<file path="src/rtl/station_arbiter.sv">
// station_arbiter: shares one station between two interfaces with round-robin
// ownership, same-user concurrent sharing and a per-grant hold timeout.
module station_arbiter #(
    parameter int TIMEOUT = 16,
    parameter int CNT_W   = 5
) (
    input  logic       clk,
    input  logic       rst_n,
    input  logic       ie1_req,
    input  logic       ie2_req,
    input  logic [2:0] ie1_user,
    input  logic [2:0] ie2_user,
    input  logic       ie1_rel,
    input  logic       ie2_rel,
    output logic       ie1_gnt,
    output logic       ie2_gnt,
    output logic       shared,
    output logic [2:0] owner_user,
    output logic       timeout_p
);
    typedef enum logic [1:0] {IDLE, GNT1, GNT2, SHARED} state_t;
    state_t state, state_nx;
    logic [CNT_W-1:0] cnt, cnt_nx;
    logic [2:0] owner_nx;
    logic last, last_nx, primary, primary_nx;  // 0 = ie1, 1 = ie2
    logic lock1, lock2, set1, set2, to_nx;
    logic same, el1, el2, drop1, drop2, at_limit;
    assign same = ie1_user[2:1] == ie2_user[2:1] && (ie1_user[2] || (ie1_user[0] && ie2_user[0]));
    assign el1 = ie1_req && !lock1;
    assign el2 = ie2_req && !lock2;
    assign drop1 = ie1_rel || !ie1_req;
    assign drop2 = ie2_rel || !ie2_req;
    assign at_limit = cnt == CNT_W'(TIMEOUT - 1);
    assign ie1_gnt = state == GNT1 || state == SHARED;
    assign ie2_gnt = state == GNT2 || state == SHARED;
    assign shared = state == SHARED;
    always_comb begin
        state_nx = state;
        cnt_nx = cnt + CNT_W'(1);
        last_nx = last;
        primary_nx = primary;
        owner_nx = owner_user;
        to_nx = 1'b0;
        set1 = 1'b0;
        set2 = 1'b0;
        case (state)
            IDLE: begin
                if (el1 && (!el2 || last)) begin
                    state_nx = GNT1;
                    last_nx = 1'b0;
                    owner_nx = ie1_user;
                end else if (el2) begin
                    state_nx = GNT2;
                    last_nx = 1'b1;
                    owner_nx = ie2_user;
                end
            end
            GNT1: begin
                if (drop1) state_nx = IDLE;
                else if (el2 && same) begin
                    state_nx = SHARED;
                    primary_nx = 1'b0;
                end else if (at_limit) begin
                    state_nx = IDLE;
                    to_nx = 1'b1;
                    set1 = 1'b1;
                end
            end
            GNT2: begin
                if (drop2) state_nx = IDLE;
                else if (el1 && same) begin
                    state_nx = SHARED;
                    primary_nx = 1'b1;
                end else if (at_limit) begin
                    state_nx = IDLE;
                    to_nx = 1'b1;
                    set2 = 1'b1;
                end
            end
            SHARED: begin
                if (drop1 && drop2) state_nx = IDLE;
                else if (drop1) begin
                    state_nx = GNT2;
                    cnt_nx = '0;
                    owner_nx = ie2_user;
                end else if (drop2) begin
                    state_nx = GNT1;
                    cnt_nx = '0;
                    owner_nx = ie1_user;
                end else if (!same) state_nx = primary ? GNT2 : GNT1;
                else if (at_limit) begin
                    state_nx = IDLE;
                    to_nx = 1'b1;
                    set1 = 1'b1;
                    set2 = 1'b1;
                end
            end
        endcase
        // a fresh grant out of IDLE starts from 0 because IDLE holds the counter there
        if (state_nx == IDLE || state == IDLE) cnt_nx = '0;
    end
    always_ff @(posedge clk) begin
        if (!rst_n) begin
            state <= IDLE;
            cnt <= '0;
            last <= 1'b1;
            primary <= 1'b0;
            lock1 <= 1'b0;
            lock2 <= 1'b0;
            owner_user <= 3'b000;
            timeout_p <= 1'b0;
        end else begin
            state <= state_nx;
            cnt <= cnt_nx;
            last <= last_nx;
            primary <= primary_nx;
            lock1 <= set1 || (lock1 && ie1_req);
            lock2 <= set2 || (lock2 && ie2_req);
            owner_user <= owner_nx;
            timeout_p <= to_nx;
        end
    end
endmodule
</file>
<file path="config.mk">
export PLATFORM = sky130hd
export DESIGN_NAME = station_arbiter
export DESIGN_NICKNAME = d
export VERILOG_FILES = /design/src/rtl/station_arbiter.sv
export SDC_FILE = /design/constraint.sdc
export NUM_CORES = 1
export LEC_CHECK = 0
export ABC_AREA = 0
export BUFFER_PORTS_ARGS = -buffer_cell sky130_fd_sc_hd__buf_2
export CORE_MARGIN = 4
export CORE_UTILIZATION = 30
export DETAILED_ROUTE_END_ITERATION = 7
export PLACE_DENSITY = 0.53
export RECOVER_POWER = 50
export SETUP_SLACK_MARGIN = 0.4
export SLEW_MARGIN = 5
export SYNTH_ARGS = -nofsm -noshare
export SYNTH_HDL_FRONTEND = slang
export SYNTH_SLANG_ARGS = --single-unit
export TNS_END_PERCENT = 5
</file>
<file path="constraint.sdc">
create_clock -name clk -period 2.25 [get_ports clk]
set_clock_uncertainty 0.05 [all_clocks]
set_input_delay 0.1125 -clock clk [delete_from_list [all_inputs] [get_ports clk]]
set_output_delay 0.1125 -clock clk [all_outputs]
set_load 0.03 [all_outputs]
</file>
# Word-level counts from Yosys, hierarchy flattened
# Cells that the tools add are included.
[classes] addsub=1 eq_ne=12 mux=42 bitwise_logic=1 n_reduce_logical=33
[ops] op="2-bit two-way mux" count=12
[ops] op="5-bit two-way mux" count=4
[ops] op="1-bit two-way mux" count=15
[ops] op="3-bit two-way mux" count=5
[ops] op="1-bit logical AND" count=10
[ops] op="1-bit logical OR" count=9
[ops] op="2-bit one-hot mux with 4 select lines" count=1
[ops] op="2-bit != test (second input constant)" count=3
[ops] op="1-bit one-hot mux with 2 select lines" count=3
[ops] op="3-bit one-hot mux with 2 select lines" count=1
[ops] op="2-bit nonzero test" count=3
[ops] op="5-bit by 1-bit adder with 5-bit output (second input constant)" count=1
[ops] op="5-bit by 4-bit equality test with 1-bit output (second input constant)" count=1
[ops] op="1-bit zero test" count=5
[ops] op="5-bit AND reduction" count=1
[ops] op="2-bit equality test (second input constant)" count=2
[ops] op="2-bit zero test" count=2
[ops] op="2-bit by 1-bit != test with 1-bit output (second input constant)" count=2
[ops] op="4-bit AND reduction" count=1
[ops] op="3-bit by 1-bit != test with 1-bit output (second input constant)" count=1
[ops] op="3-bit != test (second input constant)" count=1
[ops] op="1-bit one-hot mux with 3 select lines" count=1
[ops] op="2-bit by 1-bit equality test with 1-bit output (second input constant)" count=1
[ops] op="2-bit equality test" count=1
[ops] op="3 further kinds" count=3
[totals] regBits=15 in_bits=12 output_inout_bits=7

# Logic depth before layout (Yosys ltp)
# Gate-level depths: netlist (run 1).
[depth] depth_word=11 mapped_depth=8 ltp_nobuf=8

# Least setup slack after synthesis (run 1)
# OpenSTA, ideal clock, no wires.
[synth_timing] kind="reg-to-reg" start="reg state[1]" end="reg cnt[0]" arrival_time_ps=1681 setup_slack_ps=449 path_stages_with_launch=6 path_buffers=0 period_less_slack_ps=1801 path_cell_list="dfxtp_1 -> ha_1 -> nand3b_1 -> a311oi_1 -> a32oi_2 -> a21oi_1"
[synth_lines] element="from (decl)" line_no="22" rtl="state_t state, state_nx;"
[synth_lines] element="from (signal assigned)" line_no="113" rtl="state <= state_nx;"
[synth_lines] element="2-bit equality test *"
[synth_lines] element="named net shared" line_no="17" rtl="output logic shared,"
[synth_lines] element="2-bit one-hot mux with 4 select lines" line_no="46" rtl="case (state)"
[synth_lines] element="2-bit zero test" line_no="100" rtl="if (state_nx == IDLE || state == IDLE) cnt_nx = '0;"
[synth_lines] element="1-bit logical OR" line_no="100"
[synth_lines] element="2-bit OR reduction (no source line)"
[synth_lines] element="to (signal assigned)" line_no="114" rtl="cnt <= cnt_nx;"
[synth_lines] element="to (decl)" line_no="23" rtl="logic [CNT_W-1:0] cnt, cnt_nx;"
# The timed path passes the listed nets; every way through them passes the cells marked *.
# A chain may end at the register's enable or synchronous reset.

# Worst setup path after layout (run 1)
[layout_timing] start="reg state[0]" end="reg cnt[3]"
[layout_between] elab_chain_len=9
[layout_rtl] element="2-bit two-way mux" line_no="63, 74, 91"
[layout_rtl] element="2-bit two-way mux" line_no="90" rtl="end else if (!same) state_nx = primary ? GNT2 : GNT1;"
[layout_rtl] element="2-bit two-way mux" line_no="86" rtl="end else if (drop2) begin"
[layout_rtl] element="2-bit two-way mux" line_no="82" rtl="else if (drop1) begin"
[layout_rtl] element="2-bit two-way mux" line_no="81" rtl="if (drop1 && drop2) state_nx = IDLE;"
[layout_rtl] element="2-bit one-hot mux with 4 select lines" line_no="46"
[layout_rtl] element="2-bit zero test" line_no="100"
[layout_rtl] element="1-bit logical OR" line_no="100"
[layout_rtl] element="2-bit OR reduction (no source line)"
# Several ways; a longest one is shown, not always the timed one.

==> results of run 1 <==
## critical path, stage by stage, from the launching register on
cell	delay, ns
dfxtp_1	0.38
inv_1	0.11
ha_1	0.28
nand3b_1	0.19
o22ai_1	0.12
a221o_1	0.36
a32oi_4	0.26
a21oi_1	0.11
## cells by family (layout without fill, tap and decap cells)
group	count (synthesis)	after routing	share of synthesized area (%)
buffers and inverters	11	44	4.59
AO/OA/AOI/OAI	38	38	28.3
flip-flops	15	15	28.3
multiplexers	4	4	3.77
AND/OR/NAND/NOR	38	38	22.9
adder cells (fa/ha/maj)	7	7	8.24
XOR/XNOR	4	4	4.01
## cell usage after synthesis, drive strengths merged, types with 2 or more instances
cell type	instances	area share, %
xor2	2	2.4
dfxtp	15	28
a21boi	3	2.1
o21ai	4	1.9
xnor2	2	1.6
a211o	2	1.6
nand2b	7	4.4
ha	7	8.2
o211a	3	2.8
nor2b	2	1.2
mux2i	4	3.8
nor2	2	0.71
inv	9	3.2
a21oi	9	4.6
o21a	2	1.4
o22ai	3	1.8
nand3b	4	2.8
nand2	12	4.2
a31oi	2	1.2
nand3	3	1.4
a211oi	2	1.9
## report_power, final
part	leakage, nW	switching, W	internal (W)
registers	0.124	0.0000455	0.000324
logic	0.437	0.000405	0.000278
clock network	0.0177	0.0000940	0.0000660
## registers in the layout, summed over array words and instances, names as in the netlist
register	cells
cnt	5
owner_user	3
state	2
last	1
lock1	1
lock2	1
primary	1
timeout_p	1
## cell usage in the layout (no fill, tap or decap), types with 2 or more instances in the layout
| master | synthesis | routed |
|---|---|---|
| buf_2 | 0 | 11 |
| mux2i_1 | 4 | 4 |
| clkbuf_4 | 0 | 3 |
| a31oi_1 | 2 | 2 |
| nor2_1 | 2 | 2 |
| nor2b_1 | 2 | 2 |
| o21ai_0 | 3 | 3 |
| a21oi_2 | 1 | 2 |
| ha_4 | 0 | 2 |
| dfxtp_1 | 15 | 12 |
| o22ai_1 | 3 | 3 |
| nand3_1 | 3 | 3 |
| a211o_1 | 2 | 2 |
| o21a_1 | 2 | 2 |
| o211a_1 | 3 | 3 |
| nand2_1 | 12 | 12 |
| nand3b_1 | 4 | 4 |
| clkbuf_1 | 1 | 7 |
| ha_1 | 7 | 3 |
| nand2b_1 | 6 | 5 |
| xnor2_1 | 2 | 2 |
| a211oi_2 | 1 | 2 |
| a21boi_1 | 2 | 2 |
| buf_4 | 0 | 12 |
| inv_1 | 9 | 8 |
| a21oi_1 | 8 | 7 |
| ha_2 | 0 | 2 |
| dfxtp_2 | 0 | 2 |
## final cells by class
cell class                      count  area, µm²  share of cell area (%)
Multi-Input combinational cell     91        793                    56.3
Sequential cell                    15        307                    21.7
Timing Repair Buffer               31        191                    13.6
Tap cell                           46       57.6                    4.08
Inverter                            9       33.8                    2.40
Clock buffer                        3       22.5                    1.60
Clock inverter                      1       5.00                   0.355
## stage by stage
step	instance area (µm²)	hold slack [ns]	setup WS (ns)	utilization (%)	power [W]
global route	1410	0.0663	0.190	41.6	0.00131
floorplan	1060	0.210	0.449	-	0.000773
global placement	1210	0.368	0.253	35.7	0.000907
detailed placement	1210	0.366	0.209	35.7	0.000924
finish	1410	0.0540	0.292	41.6	0.00121
CTS	1380	0.0419	0.399	40.6	0.00118
## path summary, 6_finish.rpt
path / startpoint / end / slack (ns) / cells past startpoint
hold / removal: ie2_req / lock2 / 0.05 / 3
hold reg to reg: owner_user[0] / owner_user[0] / 0.46 / 1
setup reg to reg: state[0] / cnt[3] / 0.29 / 7
setup / recovery: state[0] / cnt[3] / 0.29 / 7
## routing by layer
layer  up-vias  wire length (µm)  track usage (%)
li1        489                 -                -
met1       501              1270             17.3
met2        19              1490             24.1
met3         6               112             3.16
met4         0                53             7.59
met5         -                 0                0
## what timing repair did
| item | 4_1_cts | 5_1_grt |
|---|---|---|
| gates resized for setup | 16 | 6 |
| setup endpoints to repair | 7 | 13 |
| buffers inserted | 9 | 2 |
| hold buffers | 0 | 0 |
| pin swaps | 7 | 4 |
==> results.md, run 1 <==
- Area of the mapped netlist: 0.00106 mm²
- CTS clk-pin slew, worst paths: 0.10 ns
- DR pass1 iterations: 4
- Async SR Flop Fraction: 0%
- Syn nets: 136
- Placed Cells incl. Taps: 181
- Final setup viols: 0
- Gate count after technology mapping: 117
- Syn. warnings: 0
- Initial antenna violation count: 0
- Synth cell types: 45
- Ys flop type: dfxtp_1
- Clk sinks: 15
- Flip-flop and latch count after synthesis: 15
- Largest net degree at the start of global routing: 12
- Sequential share of the synthesized area: 28.3%
- Post-synth EDFFs: 0
- GRT overflow: 0
- Wirelength per Cell: 14.9 µm
- Nets@finish: 170
- Worst setup path class: reg2reg
- DRC viols: 0
- Row cnt: 21
- Global placer's final weighted congestion: 0.857
- Slew Viols, Final: 0
- Die H: 67.5 µm
- Worst slew pin tran: about 0.43 ns
- Peak VDD IR: 0.288 mV
- Hold Path Class: in2reg
- Synth-to-Final Area Change: 32.7%
- Die Area: 0.00456 mm²
- First-pass GRT wire length: between 4 and 5 mm
- Outcome: complete, no violations
- Ports: 19
- Share of cells above drive strength 1: 34.7%
- Final WL: 2.93 mm
- Power density over the cells: ~860 mW/mm²
- Setup crit end kind: register
- Hold Violations, Final: 0
- Initial DRC count: 101
- Mean Syn Cell Area: 9.08 µm²
- Setup TNS Final: 0 ns
- Leakage: 0.579 nW
- Layout Cells excl Fill: roughly 200
- Global Route Usage Sum: 14.5%
- H-tree levels: 1
- Max Cap Viol: 0
- CP required: 2.38 ns
- CTS tree: built
- Max clock buf depth: 2
- Root Buffer: clkbuf_4
- Filler cells: 340
- Antenna diodes: 0
- Total CTS buffers: 3
- Via Count: between 1000 and 1500
- Worst skew pair latency: just under 0.3 ns
- Die Width: 67.5 µm
- Crit path launch type: register
- Port bufs: 18
- Core Area: 0.00339 mm²
- Rel. slew slack: 71.7%
- Final period utilization: 87.0%
- DR vias/cell: 5.18
- Post-DP HPWL: about 2.1 mm
- RSZ-0062 raised after global routing: true
- Vias in the first global route: 1058
- Remaining antenna violation count: 0
- Final min period: 1.96 ns
- Max Freq: 511 MHz
- CP arrival: 2.09 ns
- Crit path max fanout: 6
- Initial Util: 31.3%
Power figures use the tool's default switching activity.
==> run 2: changes to the inputs <==
Settings changed: CAP_MARGIN set to 20, CORE_MARGIN 4 to unset, CTS_BUF_LIST set to sky130_fd_sc_hd__clkbuf_8 sky130_fd_sc_hd__clkbuf_16.
==> results.md, run 2 (synthesis results as in run 1) <==
- Hold Path Depth: 3 (unchanged)
- CP arrival: 2.06 ns (-0.03 ns)
- Max Cap Viol: 0 (unchanged)
- Leakage: 0.554 nW (-4.4%)
- Sw Pwr: 0.000566 W (+4.0%)
- Crit path launch type: register
- Crit path max fanout: 6 (unchanged)
- Peak VDD IR: 0.461 mV (+60%)
- Initial Util: 31.6% (+0.24 points)
- Outcome: complete, no violations
- First-pass GRT wire length: 4.32 mm (-12%)
- HP Start: ie2_req
- Sequential Area: 309 µm² (+0.82%)
- Cell-internal power: 0.000704 W (+5.4%)
- CTS clk-pin slew, worst paths: 0.07 ns (-0.03 ns)
- Layout Cells excl Fill: 190 (-3.1%)
- Max reg flops: 5 (unchanged)
- H-tree levels: 1 (unchanged)
- Sw Share: 44.6% (-0.32 points)
- R2r setup slk: 0.27 ns (-0.02 ns)
- Setup TNS Final: 0 ns (unchanged)
- Worst skew pair latency: 0.26 ns (-0.03 ns)
- Die Width: 61.5 µm (-8.9%)
- CTS tree: built
- Root Buffer: clkbuf_8
- Final min period: 1.98 ns (+0.0179 ns)
- Max Freq: 506 MHz (-0.90%)
- Die Area: 0.00378 mm² (-17%)
- Vias in the first global route: 1011 (-4.4%)
- Filler cells: 359 (+5.6%)
- Most flops, register: cnt
- Largest regs: cnt: 5 flops, owner_user: 3 flops, state: 2 flops
- DR vias/cell: 5.17 (about the same)
- Core Area: 0.00336 mm² (-0.78%)
- Final WL: 2.75 mm (-6.0%)
- Remaining antenna violation count: 0 (unchanged)
- Worst slew pin tran: 0.404 ns (-0.0214 ns)
- Clock group share of total power: 18.6% (+5.4 points)
- Synth-to-Final Area Change: 34.0%
- Final worst slack: 0.274 ns (-0.0179 ns)
- Rel. slew slack: 73.1% (+1.4 points)
- Global placer's final weighted congestion: 0.877 (+2.3%)
- DRC viols: 0 (unchanged)
- Via Count: 983 (-3.2%)
- Largest net degree at the start of global routing: 12 (unchanged)
- RSZ-0062 raised after global routing: true
- Initial DRC count: 85 (-16%)
- Hold Path End: lock2
- Power density over the cells: 892 mW/mm² (+3.7%)
- Post-DP HPWL: 1.82 mm (-13%)
- Global Route Usage Sum: 16.4% (+1.9 points)
- Reg2reg start: state[0]
- Ports: 19 (unchanged)
- DR pass1 iterations: 5 (+1)
- Comb pwr share: 51.1% (-5.2 points)
- Reg2reg path depth: 7 (unchanged)
- Reg power frac: 30.3% (-0.2 points)
- Nets@finish: 164 (-3.5%)
- CP required: 2.34 ns (-0.04 ns)
- Die H: 61.5 µm (-8.9%)
- Port bufs: 18 (unchanged)
- Setup crit end kind: register
- Most frequent cells in the layout: nand2_1 (12), dfxtp_1 (12), buf_2 (12)
- Worst slack at placement: 0.208 ns (-0.000790 ns)
- Hold Path Class: in2reg
- Clk sinks: 15 (unchanged)
- GRT overflow: 0 (unchanged)
- RR Endpoint: cnt[1]
- Max clock buf depth: 2 (unchanged)
- Placed Cells incl. Taps: 179 (-1.1%)
- Row cnt: 21 (unchanged)
- Antenna diodes: 0 (unchanged)
- Initial antenna violation count: 0 (unchanged)
- Hold Violations, Final: 0 (unchanged)
- Slew Viols, Final: 0 (unchanged)
- Worst setup path class: reg2reg
- Wirelength per Cell: 14.5 µm (-3.0%)
- Final setup viols: 0 (unchanged)
- Multi-input logic area: 838 µm² (+5.7%)
- Share of cells above drive strength 1: 37.5% (+2.8 points)
- Total CTS buffers: 3 (unchanged)
- Final period utilization: 87.8% (+0.79 points)
[run 2: changes by cell type in the layout (fill, tap and decap cells not counted), sizes merged]
cell      change
clkinvlp      +1
clkinv        -1
buf           -6
[run 2: area by class of cell]
type	count	share of cell area, %
Clock buffer	3	2.90
Clock inverter	1	0.527
Inverter	9	2.72
Multi-Input combinational cell	91	58.9
Sequential cell	15	21.7
Tap cell	46	4.04
Timing Repair Buffer	25	9.23
[run 2: metrics by stage]
step                      utilization (%)  hold WS, ns  power, W  instance area (µm²)
final                                42.3        0.102   0.00127                 1420
after global routing                 42.3        0.119   0.00135                 1420
after CTS                            40.2        0.101   0.00122                 1350
after detailed placement             35.5        0.374  0.000907                 1190
after global placement               35.5        0.370  0.000901                 1190
after floorplan                         -        0.210  0.000773                 1060
[run 2: power groups by stage]
stage | Sequential, W | Combinational [W] | Clock (W)
finish | 0.000385 | 0.000648 | 0.000236
global route | 0.000391 | 0.000703 | 0.000255
CTS | 0.000366 | 0.000612 | 0.000239
detailed placement | 0.000364 | 0.000542 | 0
global placement | 0.000361 | 0.000540 | 0
floorplan | 0.000405 | 0.000368 | 0
[run 2: worst max-delay path by stage]
stage                     startpoint     end  slack (ns)
after floorplan             state[1]  cnt[0]        0.45
after CTS                   state[0]  cnt[1]        0.40
after detailed placement    state[0]  cnt[0]        0.21
after global placement      state[0]  cnt[3]        0.21
after global routing        state[0]  cnt[0]        0.23
final                       state[0]  cnt[1]        0.27
[run 2: layer usage]
metal / vias up / global-route usage, % / routed length [µm]
met5: - / 0 / 0
met4: 0 / 11.1 / 104
met3: 11 / 4.20 / 111
met2: 28 / 30.4 / 1380
met1: 461 / 15.7 / 1150
li1: 483 / - / -
[run 2: worst max-delay path, stage by stage (launching register included)]
cell      delay (ns)
dfxtp_1         0.48
inv_4           0.09
ha_4            0.17
nand3b_1        0.16
o22ai_2         0.11
a221o_1         0.36
a32oi_4         0.32
a21oi_1         0.11
[run 2: repair_timing]
action | 4_1_cts | 5_1_grt
setup endpoints to repair | 7 | 7
buffers inserted | 4 | 3
pin swaps | 7 | 12
resized for setup | 17 | 16
hold buffers | 0 | 0
==> run 3: changes to the inputs <==
--- a/config.mk
+++ b/config.mk
@@ -9,4 +9,5 @@
 export BUFFER_PORTS_ARGS = -buffer_cell sky130_fd_sc_hd__buf_2
 export CAP_MARGIN = 20
+export CORE_ASPECT_RATIO = 1.4
 export CORE_UTILIZATION = 30
 export CTS_BUF_LIST = sky130_fd_sc_hd__clkbuf_8 sky130_fd_sc_hd__clkbuf_16
--- a/constraint.sdc
+++ b/constraint.sdc
@@ -3,3 +3,3 @@
 set_input_delay 0.1125 -clock clk [delete_from_list [all_inputs] [get_ports clk]]
 set_output_delay 0.1125 -clock clk [all_outputs]
-set_load 0.03 [all_outputs]
+set_load 0.01 [all_outputs]
==> results.md, run 3 (synthesis results as in run 1) <==
- Via Count: 1002 (+1.9%)
- RSZ-0062 raised after global routing: true
- DRC viols: 0 (unchanged)
- Largest net degree at the start of global routing: 12 (unchanged)
- Nets@finish: 168 (+2.4%)
- Crit path launch type: register
- Row cnt: 25 (+19%)
- Initial DRC count: 21 (-75%)
- Critical path's largest stage delay: 0.46 ns (-0.02 ns)
- Filler cells: 342 (-4.7%)
- Design Power: 0.00126 W (-0.53%)
- Crit path max fanout: 6 (unchanged)
- GRT overflow: 0 (unchanged)
- Post-DP HPWL: 1.98 mm (+9.0%)
- Power density over the cells: 870 mW/mm² (-2.5%)
- Final WL: 3.00 mm (+9.1%)
- Initial Util: 31.4% (-0.14 points)
- Remaining antenna violation count: 0 (unchanged)
- Die Width: 52.3 µm (-15%)
- Crit path depth: 9 (+2)
- Layout Cells excl Fill: 188 (-1.1%)
- Global placer's final weighted congestion: 0.842 (-4.0%)
- Placed Cells incl. Taps: 174 (-2.8%)
- Core Area: 0.00338 mm² (+0.45%)
- Setup TNS Final: 0 ns (unchanged)
- Setup crit end kind: register
- Max Cap Viol: 0 (unchanged)
- CTS tree: built
- # hold bufs at CTS: 0 (unchanged)
- Antenna diodes: 0 (unchanged)
- Wirelength per Cell: 16.0 µm (+10%)
- Leakage: 0.589 nW (+6.4%)
- Max reg flops: 5 (unchanged)
- First-pass GRT wire length: 4.59 mm (+6.2%)
- Slowest-stage cell, CP: dfxtp_1
- Global Route Usage Sum: 16.6% (+0.19 points)
- Root Buffer: clkbuf_8
- Final setup viols: 0 (unchanged)
- CTS clk-pin slew, worst paths: 0.06 ns (about the same)
- Synth-to-Final Area Change: 36.7%
- DR pass1 iterations: 4 (-1)
- Worst slew pin tran: 0.402 ns (-0.00205 ns)
- Largest regs: cnt: 5 flops, owner_user: 3 flops, state: 2 flops
- Peak VDD IR: 0.419 mV (-9.2%)
- Worst setup path class: reg2reg
- Largest delay contributor family on the critical path: compound AO/OA/AOI/OAI gates
- Port bufs: 18 (unchanged)
- Most common cell after layout, fill and taps aside: buf_2
- Hold Path Class: in2reg
- Hold Path Depth: 3 (unchanged)
- Die H: 72.4 µm (+18%)
- CP arrival: 2.03 ns (-0.03 ns)
- Share of cells above drive strength 1: 39.9% (+2.4 points)
- Initial antenna violation count: 0 (unchanged)
- H-tree levels: 1 (unchanged)
- Most flops, register: cnt
- CP required: 2.34 ns (about the same)
- Max clock buf depth: 2 (unchanged)
- Outcome: complete, no violations
- DR vias/cell: 5.33 (+3.0%)
- Hold Violations, Final: 0 (unchanged)
- Worst skew pair latency: 0.25 ns (about the same)
- Reg2reg path depth: 9 (+2)
- Final min period: 1.94 ns (-0.0313 ns)
- Rel. slew slack: 73.2% (+0.14 points)
- Slew Viols, Final: 0 (unchanged)
- Vias in the first global route: 1004 (-0.69%)
- Ports: 19 (unchanged)
- Max Freq: 514 MHz (+1.6%)
- Clk sinks: 15 (unchanged)
- WP buf/inv: 3 (+2)
- Die Area: 0.00379 mm² (about the same)
- Final period utilization: 86.4% (-1.4 points)
- Total CTS buffers: 3 (unchanged)
- Most frequent cells in the layout: buf_2 (13), nand2_1 (12), dfxtp_1 (12)
- CP Cell Sequence: inv_6 -> ha_4 -> nand3b_1 -> buf_4 -> buf_4 -> a21oi_2 -> a211o_1 -> a2bb2oi_4 -> a21oi_2
-- run 3: layer usage --
layer	GRT usage [%]	vias to the layer above	routed length, µm
li1	-	486	-
met1	17.5	470	1130
met2	28.7	30	1590
met3	3.35	16	128
met4	10.8	0	158
met5	0	-	0
-- run 3: path summary, 6_finish.rpt --
path,from,endpoint,slack (ns)
worst max-delay path,state[0],cnt[0],0.31
worst min-delay path,ie2_req,lock2,0.11
worst max register to register,state[0],cnt[0],0.31
worst min register to register,owner_user[1],owner_user[1],0.45
-- run 3: cell type report --
cell class                      instances  area, µm²  share of cell area (%)
Clock inverter                          1       5.00                   0.345
Inverter                                9       38.8                    2.67
Timing Repair Buffer                   29        179                    12.3
Multi-Input combinational cell         91        832                    57.3
Tap cell                               40       50.0                    3.45
Sequential cell                        15        307                    21.1
Clock buffer                            3       41.3                    2.84
-- run 3: stage by stage --
stage | util [%] | hold slack [ns] | worst slack [ns] | cell area (µm²)
2_1_floorplan | - | 0.210 | 0.474 | 1060
3_3_place_gp | 35.4 | 0.372 | 0.260 | 1190
3_5_place_dp | 35.4 | 0.381 | 0.215 | 1190
4_1_cts | 40.1 | 0.104 | 0.410 | 1360
5_1_grt | 43.0 | 0.130 | 0.210 | 1450
6_report | 43.0 | 0.108 | 0.306 | 1450
-- run 3: worst reg2reg max path, stage by stage (launching register included) --
cell and delay (ns):
dfxtp_1 0.46, inv_6 0.07, ha_4 0.18, nand3b_1 0.18, buf_4 0.15, buf_4 0.10
a21oi_2 0.04, a211o_1 0.26, a2bb2oi_4 0.27, a21oi_2 0.08
-- run 3: repair_timing --
action / 4_1_cts / 5_1_grt
pin swaps: 8 / 9
setup endpoints to repair: 7 / 10
setup buffers: 3 / 7
resized for setup: 19 / 12
-- run 3: report_power, final --
part,internal [W],switching (W)
Sequential,0.000325,0.0000486
Clock,0.000123,0.000102
Combinational,0.000300,0.000365
Total,0.000747,0.000516
